**config.mk**
```make
export PLATFORM = sky130hd
export DESIGN_NAME = encoder_event_fifo
export DESIGN_NICKNAME = d
export VERILOG_FILES = /design/src/rtl/encoder_event_fifo.sv
export SDC_FILE = /design/constraint.sdc
export NUM_CORES = 1
export LEC_CHECK = 0
export ABC_AREA = 1
export BUFFER_PORTS_ARGS = -buffer_cell sky130_fd_sc_hd__buf_2
export CAP_MARGIN = 10
export CORE_UTILIZATION = 38
export DETAILED_ROUTE_END_ITERATION = 8
export HOLD_SLACK_MARGIN = 0.15
export REMOVE_ABC_BUFFERS = 1
export SYNTH_ARGS = -nofsm -noshare
export SYNTH_HDL_FRONTEND = slang
export SYNTH_SLANG_ARGS = --single-unit
```
**constraint.sdc**
```tcl
create_clock -name clk -period 4.6 [get_ports clk]
set_input_delay 0.92 -clock clk [delete_from_list [all_inputs] [get_ports clk]]
set_output_delay 0.92 -clock clk [all_outputs]
set_load 0.005 [all_outputs]
```
**src/rtl/encoder_event_fifo.sv**
```systemverilog
// Captures encoder events (new Valid rise or code change) into a show-ahead FIFO.
// One-cycle push-to-output latency, no bypass; events arriving while full are dropped and flagged.
module encoder_event_fifo #(
  parameter int CODE_W = 3,
  parameter int DEPTH  = 8,
  parameter int AW     = 3
) (
  input  logic              clk,
  input  logic              rst,
  input  logic [CODE_W-1:0] In,
  input  logic              Valid,
  output logic [CODE_W-1:0] Out,
  output logic              out_valid,
  input  logic              out_ready,
  output logic [AW:0]       count,
  output logic              overflow,
  input  logic              clr_ovf
);

  localparam logic [AW:0] FULL_CNT = (AW+1)'(DEPTH);

  logic [CODE_W-1:0] mem_q [DEPTH];
  logic [CODE_W-1:0] mem_d [DEPTH];
  logic [AW-1:0]     rd_ptr_q, rd_ptr_d;
  logic [AW-1:0]     wr_ptr_q, wr_ptr_d;
  logic [AW:0]       count_q, count_d;
  logic              overflow_q, overflow_d;
  logic              last_valid_q, last_valid_d;
  logic [CODE_W-1:0] last_code_q, last_code_d;

  logic evt, pop, push, drop;

  always_comb begin
    evt  = Valid & (~last_valid_q | (In != last_code_q));
    pop  = (count_q != '0) & out_ready;
    // A pop in the same cycle frees the slot, so a full FIFO still accepts the push.
    push = evt & ((count_q != FULL_CNT) | pop);
    drop = evt & ~push;

    last_valid_d = Valid;
    last_code_d  = In;
    rd_ptr_d     = rd_ptr_q;
    wr_ptr_d     = wr_ptr_q;
    count_d      = count_q;
    overflow_d   = overflow_q;
    mem_d        = mem_q;

    if (pop) rd_ptr_d = rd_ptr_q + AW'(1);
    if (push) begin
      mem_d[wr_ptr_q] = In;
      wr_ptr_d        = wr_ptr_q + AW'(1);
    end
    if (push && !pop)      count_d = count_q + (AW+1)'(1);
    else if (pop && !push) count_d = count_q - (AW+1)'(1);

    if (clr_ovf) overflow_d = 1'b0;
    if (drop)    overflow_d = 1'b1;
  end

  always_ff @(posedge clk or posedge rst) begin
    if (rst) begin
      rd_ptr_q     <= '0;
      wr_ptr_q     <= '0;
      count_q      <= '0;
      overflow_q   <= 1'b0;
      last_valid_q <= 1'b0;
      last_code_q  <= '0;
    end else begin
      rd_ptr_q     <= rd_ptr_d;
      wr_ptr_q     <= wr_ptr_d;
      count_q      <= count_d;
      overflow_q   <= overflow_d;
      last_valid_q <= last_valid_d;
      last_code_q  <= last_code_d;
    end
  end

  // Storage is not reset; only entries between the pointers are ever observed.
  always_ff @(posedge clk) begin
    mem_q <= mem_d;
  end

  assign Out       = mem_q[rd_ptr_q];
  assign out_valid = (count_q != '0);
  assign count     = count_q;
  assign overflow  = overflow_q;

endmodule
```
Word level (Yosys, flattened, before mapping)
Index checks and enable logic that the tools add are counted.
{ "totals": {"regBits": 39, "output_inout_bits": 9} }
{ "op_classes": {"add_sub_neg": 4, "n_lt_le_gt_ge": 3, "eq_ne": 2, "muxes": 10, "bitwise": 10, "reduce_logical": 8} }
{ "ops": {"columns": ["operator", "n"], "rows": [
  ["$bwmux 24", 1],
  ["$bmux 3 s3", 1],
  ["$demux 3 s3", 1],
  ["$mux 3", 3],
  ["$ge 4x4->1 const B", 2],
  ["$mux 4", 2],
  ["$not 3->4", 2],
  ["$add 3x1->3 const B", 2],
  ["$add 4x1->4 const B", 1],
  ["$and 1x1->1", 4],
  ["$lt 4x1->1 const B", 1],
  ["$ne 4x4->1 const B", 1],
  ["$reduce_bool 2->1", 2],
  ["$reduce_bool 4->1", 1],
  ["$sub 4x1->4 const B", 1],
  ["$logic_and 1x1->1", 3],
  ["$ne 3x3->1", 1],
  ["$logic_not 1->1", 2],
  ["$mux 1", 2],
  ["$not 1->1", 2],
  ["$or 1x1->1", 2]
]} }

Logic depth before layout (Yosys ltp)
{ "depth": {"depth_word": 8, "mapped_depth": 16} }

Worst setup path after synthesis
Ideal clock, no wire load.
{ "synth_path": {"kind": "in2reg", "start": "input port In[2]", "end": "register count_q[3] (netlist: count[3])", "t_arrival_ns": 2.449, "t_required_ns": 4.484, "slack_ns": 2.035, "stages": 16, "cell_sequence": "inv_1 > nand2_1 > nand2_1 > nor2_1 > nand2_2 > nand3_2 > buf_6 > inv_1 > ha_1 > inv_1 > ha_1 > a21oi_1 > nand2_1 > xor2_1 > nand2_1 > nand2_1"} }
{ "synth_via": {"elab_chain_cells": 7, "elab_cells_between_ends": 9, "classes_between": "eq/ne (1); mux (1); bitwise (3); reduce/logical (4)"} }
{ "synth_lines": {"columns": ["item", "line_no", "text"], "rows": [
  ["from (decl)", "10", "input logic [CODE_W-1:0] In,"],
  ["$ne 3x3->1 *", "34", "evt = Valid & (~last_valid_q | (In != last_code_q));"],
  ["$or 1x1->1 *", "34", null],
  ["$and 1x1->1 *", "34", null],
  ["$and 1x1->1 *", "37", "push = evt & ((count_q != FULL_CNT) | pop);"],
  ["via push", "31", "logic evt, pop, push, drop;"],
  ["$logic_not 1->1", "54", "else if (pop && !push) count_d = count_q - (AW+1)'(1);"],
  ["$logic_and 1x1->1", "54", null],
  ["$reduce_bool 2->1 (no line)", null, null],
  ["to (signal assigned)", "71", "count_q <= count_d;"],
  ["to (decl)", "26", "logic [AW:0] count_q, count_d;"]
]} }
Mark *: on every way through the listed nets, which the timed path passes. The rest lies on a longest branch.
A chain may end at the register's enable or synchronous reset.

Worst setup path in the final report
{ "layout_path": {"start": "register rd_ptr_q[0]", "end": "output port Out[0]"} }
{ "layout_via": {"elab_chain_cells": 4} }
{ "layout_lines": {"columns": ["item", "line_no", "text"], "rows": [
  ["from (decl)", "24", "logic [AW-1:0] rd_ptr_q, rd_ptr_d;"],
  ["from (signal assigned)", "69", "rd_ptr_q <= rd_ptr_d;"],
  ["$not 3->4 (implied by the code)", "83", "assign Out = mem_q[rd_ptr_q];"],
  ["$bmux 3 s3", "83", null],
  ["$mux 3 (implied by the code) (2 in series)", "83", null],
  ["to (decl)", "12", "output logic [CODE_W-1:0] Out,"]
]} }
No other way between the ends. The select of a mux whose other input is x is not followed.

==> summary.txt <==
Pwr
  • Max VDD drop: 0.198 mV
  • P_leak: 0.000881 uW
  • Seq pwr share: 0.415
  • PwrDens: 636 mW/mm^2
  • Net Sw Frac: 0.351
  • Clock power share: 0.260
  • Sw Pwr: 454 uW
  • Gate power share: 0.325
  • Cell internal pwr: 840 uW

Logic synthesis
  • Syn_area_per_cell: 10.3 um^2
  • Compound-Gate Fraction of Synth Area: 0.0661
  • Yosys warnings: 0
  • Register bit total from synthesis: 39
  • Library cells used by synthesis: 19
  • Cell area after synthesis: 0.00178 mm^2
  • Post-Synthesis Cells: 173
  • Sequential area share after synthesis: 0.616
  • Multiplexer share of the synthesized area: 0
  • Post-Synth XOR/XNOR Area: 0.0344
  • Simple-gate share of the synthesized area: 0.189
  • Adder-cell share of the synthesized area: 0.0464
  • Main combinational cell family by area after synthesis: simple AND/OR/NAND/NOR gates

Die
  • Die Wd: 70.5 um
  • Core Region: 0.00441 mm^2
  • Boundary Pins: 17
  • FP Rows: 24
  • Die ar.: 0.00496 mm^2
  • Chip Height: 70.5 um
  • Initial Util: 0.403

Layout
  • Area of the multi-input gates: 598 um^2
  • Layout fillers: 397
  • Final net count: 206
  • Antenna cells: 0
  • Synth-to-layout area growth: 14.3%
  • Final Util: 0.461
  • Fraction of layout cells with a size suffix above 1: 0.155
  • Non-filler cells, final: 245
  • Storage element area: 0.00110 mm^2

Drt
  • Drt pass-1 iters: 5
  • Final ANT Viol Nets: 0
  • DRT iter0 DRCs: 98
  • Mean routed wirelength per cell: 13.9 um
  • Via density: 5.01
  • Drt drc: 0
  • Via count: 1227
  • Drt total wl: 3410 um

Global route
  • Vias in the first global route: 1206
  • Antenna violations before repair: 0
  • GRT Total Usage: 0.157
  • GR Overflow Total: 0
  • Largest net degree at the start of global routing: 16
  • First-pass GRT wire length: 5730 um

Clocking
  • Cts bufs inserted: 5
  • CTS tree: done
  • Clock sinks: 39
  • # hold bufs at CTS: 0
  • Clock slew at reported path FFs: 0.08 ns
  • # resized after CTS: 0
  • Worst-skew pair later-pin latency: 0.29 ns
  • Clock Tree Buf Depth: 2
  • Root Buffer: clkbuf_8
  • Max H-tree Level: 2
  • Post CTS Setup Buffer Count: 0

Setup path
  • Most used cell, CP: nand2_1
  • Worst EP required: 3.68 ns
  • R2R setup slack: 2.32 ns
  • CP cell instances: inv_1 > o21ai_0 > o22ai_1 > nand2_1 > nand2_1 > buf_2
  • Crit path launch type: flop
  • Critical path data arrival time: 1.76 ns
  • Slowest cell delay on critical path: 0.59 ns
  • Critical path fanouts, max: 14
  • CP endpoint kind: output port
  • CP Class: reg2out
  • Max stage delay cell, worst path: dfrtp_1

Placement
  • Placed cell count: 237
  • Post-DP HPWL: 2560 um
  • Placement Setup Slack: 1.59 ns
  • Final Wtd Congestion: 0.800
  • Number of buffers added on ports: 16

STA
  • Slew margin rel.: 0.599
  • Final setup TNS: 0 ns
  • Pins Over Slew Limit: 0
  • Max Clock Freq: 374 MHz
  • Final setup violating endpoints: 0
  • Min Clock Period, post-route: 2.68 ns
  • Hold Vio Cnt, Final: 0
  • Least-Margin Pin Slew: 0.601 ns
  • RSZ-0062 raised after global routing: no
  • Fin worst setup slack: 1.92 ns
  • Final period utilization: 0.582
  • Fin Clk Skew: 0.00408 ns

Status
  • Outcome: completed

Flow run
  • Maxcap violations: 0

Worst hold path
  • Worst Hold Class: reg2reg
==> stage by stage <==
stage          area, um^2  hold WS, ns  total power (uW)
5_1_grt              2040        0.546              1400
4_1_cts              2040        0.500              1300
3_3_place_gp         1900        0.473               939
6_report             2040        0.497              1290
2_1_floorplan        1750        0.474               816
3_5_place_dp         1900        0.477               967
==> cells in the mapped netlist (all sizes together) <==
master  instances  area (um^2)
nand2          38          150
nor2           28          108
edfxtp         24          721
inv            16         60.1
dfrtp          15          375
o21ai          14         70.1
nand3          10         60.1
o22ai           6         37.5
ha              5         62.6
buf             4         26.3
xor2            4         35.0
nand4           3         18.8
xnor2           3         26.3
a21oi           2         10.0
fa              1         20.0
==> cells in the final DEF (no fill, tap or decap), drive strengths merged <==
| cell | n |
|---|---|
| nand2 | 38 |
| ha | 5 |
| buf | 16 |
| clkinvlp | 1 |
| dfrtp | 15 |
| nor2 | 28 |
| bufinv | 2 |
| clkbuf | 5 |
| o22ai | 6 |
| edfxtp | 24 |
| fa | 1 |
| a21oi | 2 |
| nand3 | 10 |
| nand4 | 3 |
| inv | 16 |
| xor2 | 4 |
| o21ai | 14 |
| xnor2 | 3 |
==> final cells by class <==
cell class | instances | area share
Clock buffer | 5 | 0.0338
Clock inverter | 3 | 0.0332
Inverter | 16 | 0.0295
Multi-Input combinational cell | 114 | 0.294
Sequential cell | 39 | 0.538
Tap cell | 52 | 0.0320
Timing Repair Buffer | 16 | 0.0393
==> cells by family after synthesis <==
logic type	Yosys count
DFF	39
AOI/OAI and AO/OA	22
buffers and inverters	20
adders and majority gates	6
xor gates and xnor gates	7
and+or+nand+nor	79
==> worst max-delay path, delay by kind of cell (launching register included) <==
kind            cells  cell delay, ns
compound gates      2            0.35
buf+inv             2            0.41
flops               1            0.59
simple gates        2            0.11
==> per-layer routing <==
| metal | track usage | wire, um | vias to the layer above |
|---|---|---|---|
| li1 | - | - | 613 |
| met1 | 0.189 | 1520 | 577 |
| met2 | 0.256 | 1690 | 32 |
| met3 | 0.0462 | 141 | 5 |
| met4 | 0.0733 | 60 | 0 |
| met5 | 0 | 0 | - |
==> state kept, by name, indices dropped and copies added (netlist names) <==
name and cells:
last_code_q 3, last_valid_q 1, count 4, mem_q 24, wr_ptr_q 3, rd_ptr_q 3
overflow 1
==> power groups by stage <==
stage | registers [uW] | clock network (uW) | logic, uW
floorplan | 522 | 0 | 295
global placement | 538 | 0 | 400
detailed placement | 541 | 0 | 426
CTS | 535 | 344 | 426
global route | 550 | 360 | 486
finish | 536 | 337 | 420
==> worst paths after layout <==
kind / from / depth (start not counted) / end
setup / recovery: rd_ptr_q[0] / 6 / Out[0]
hold / removal: overflow / 2 / overflow
setup reg to reg: count[0] / 12 / count[3]
hold reg to reg: overflow / 2 / overflow
max in group asynchronous: rst / 2 / last_code_q[0]
min in group asynchronous: rst / 2 / overflow
Power figures use the tool's default switching activity.
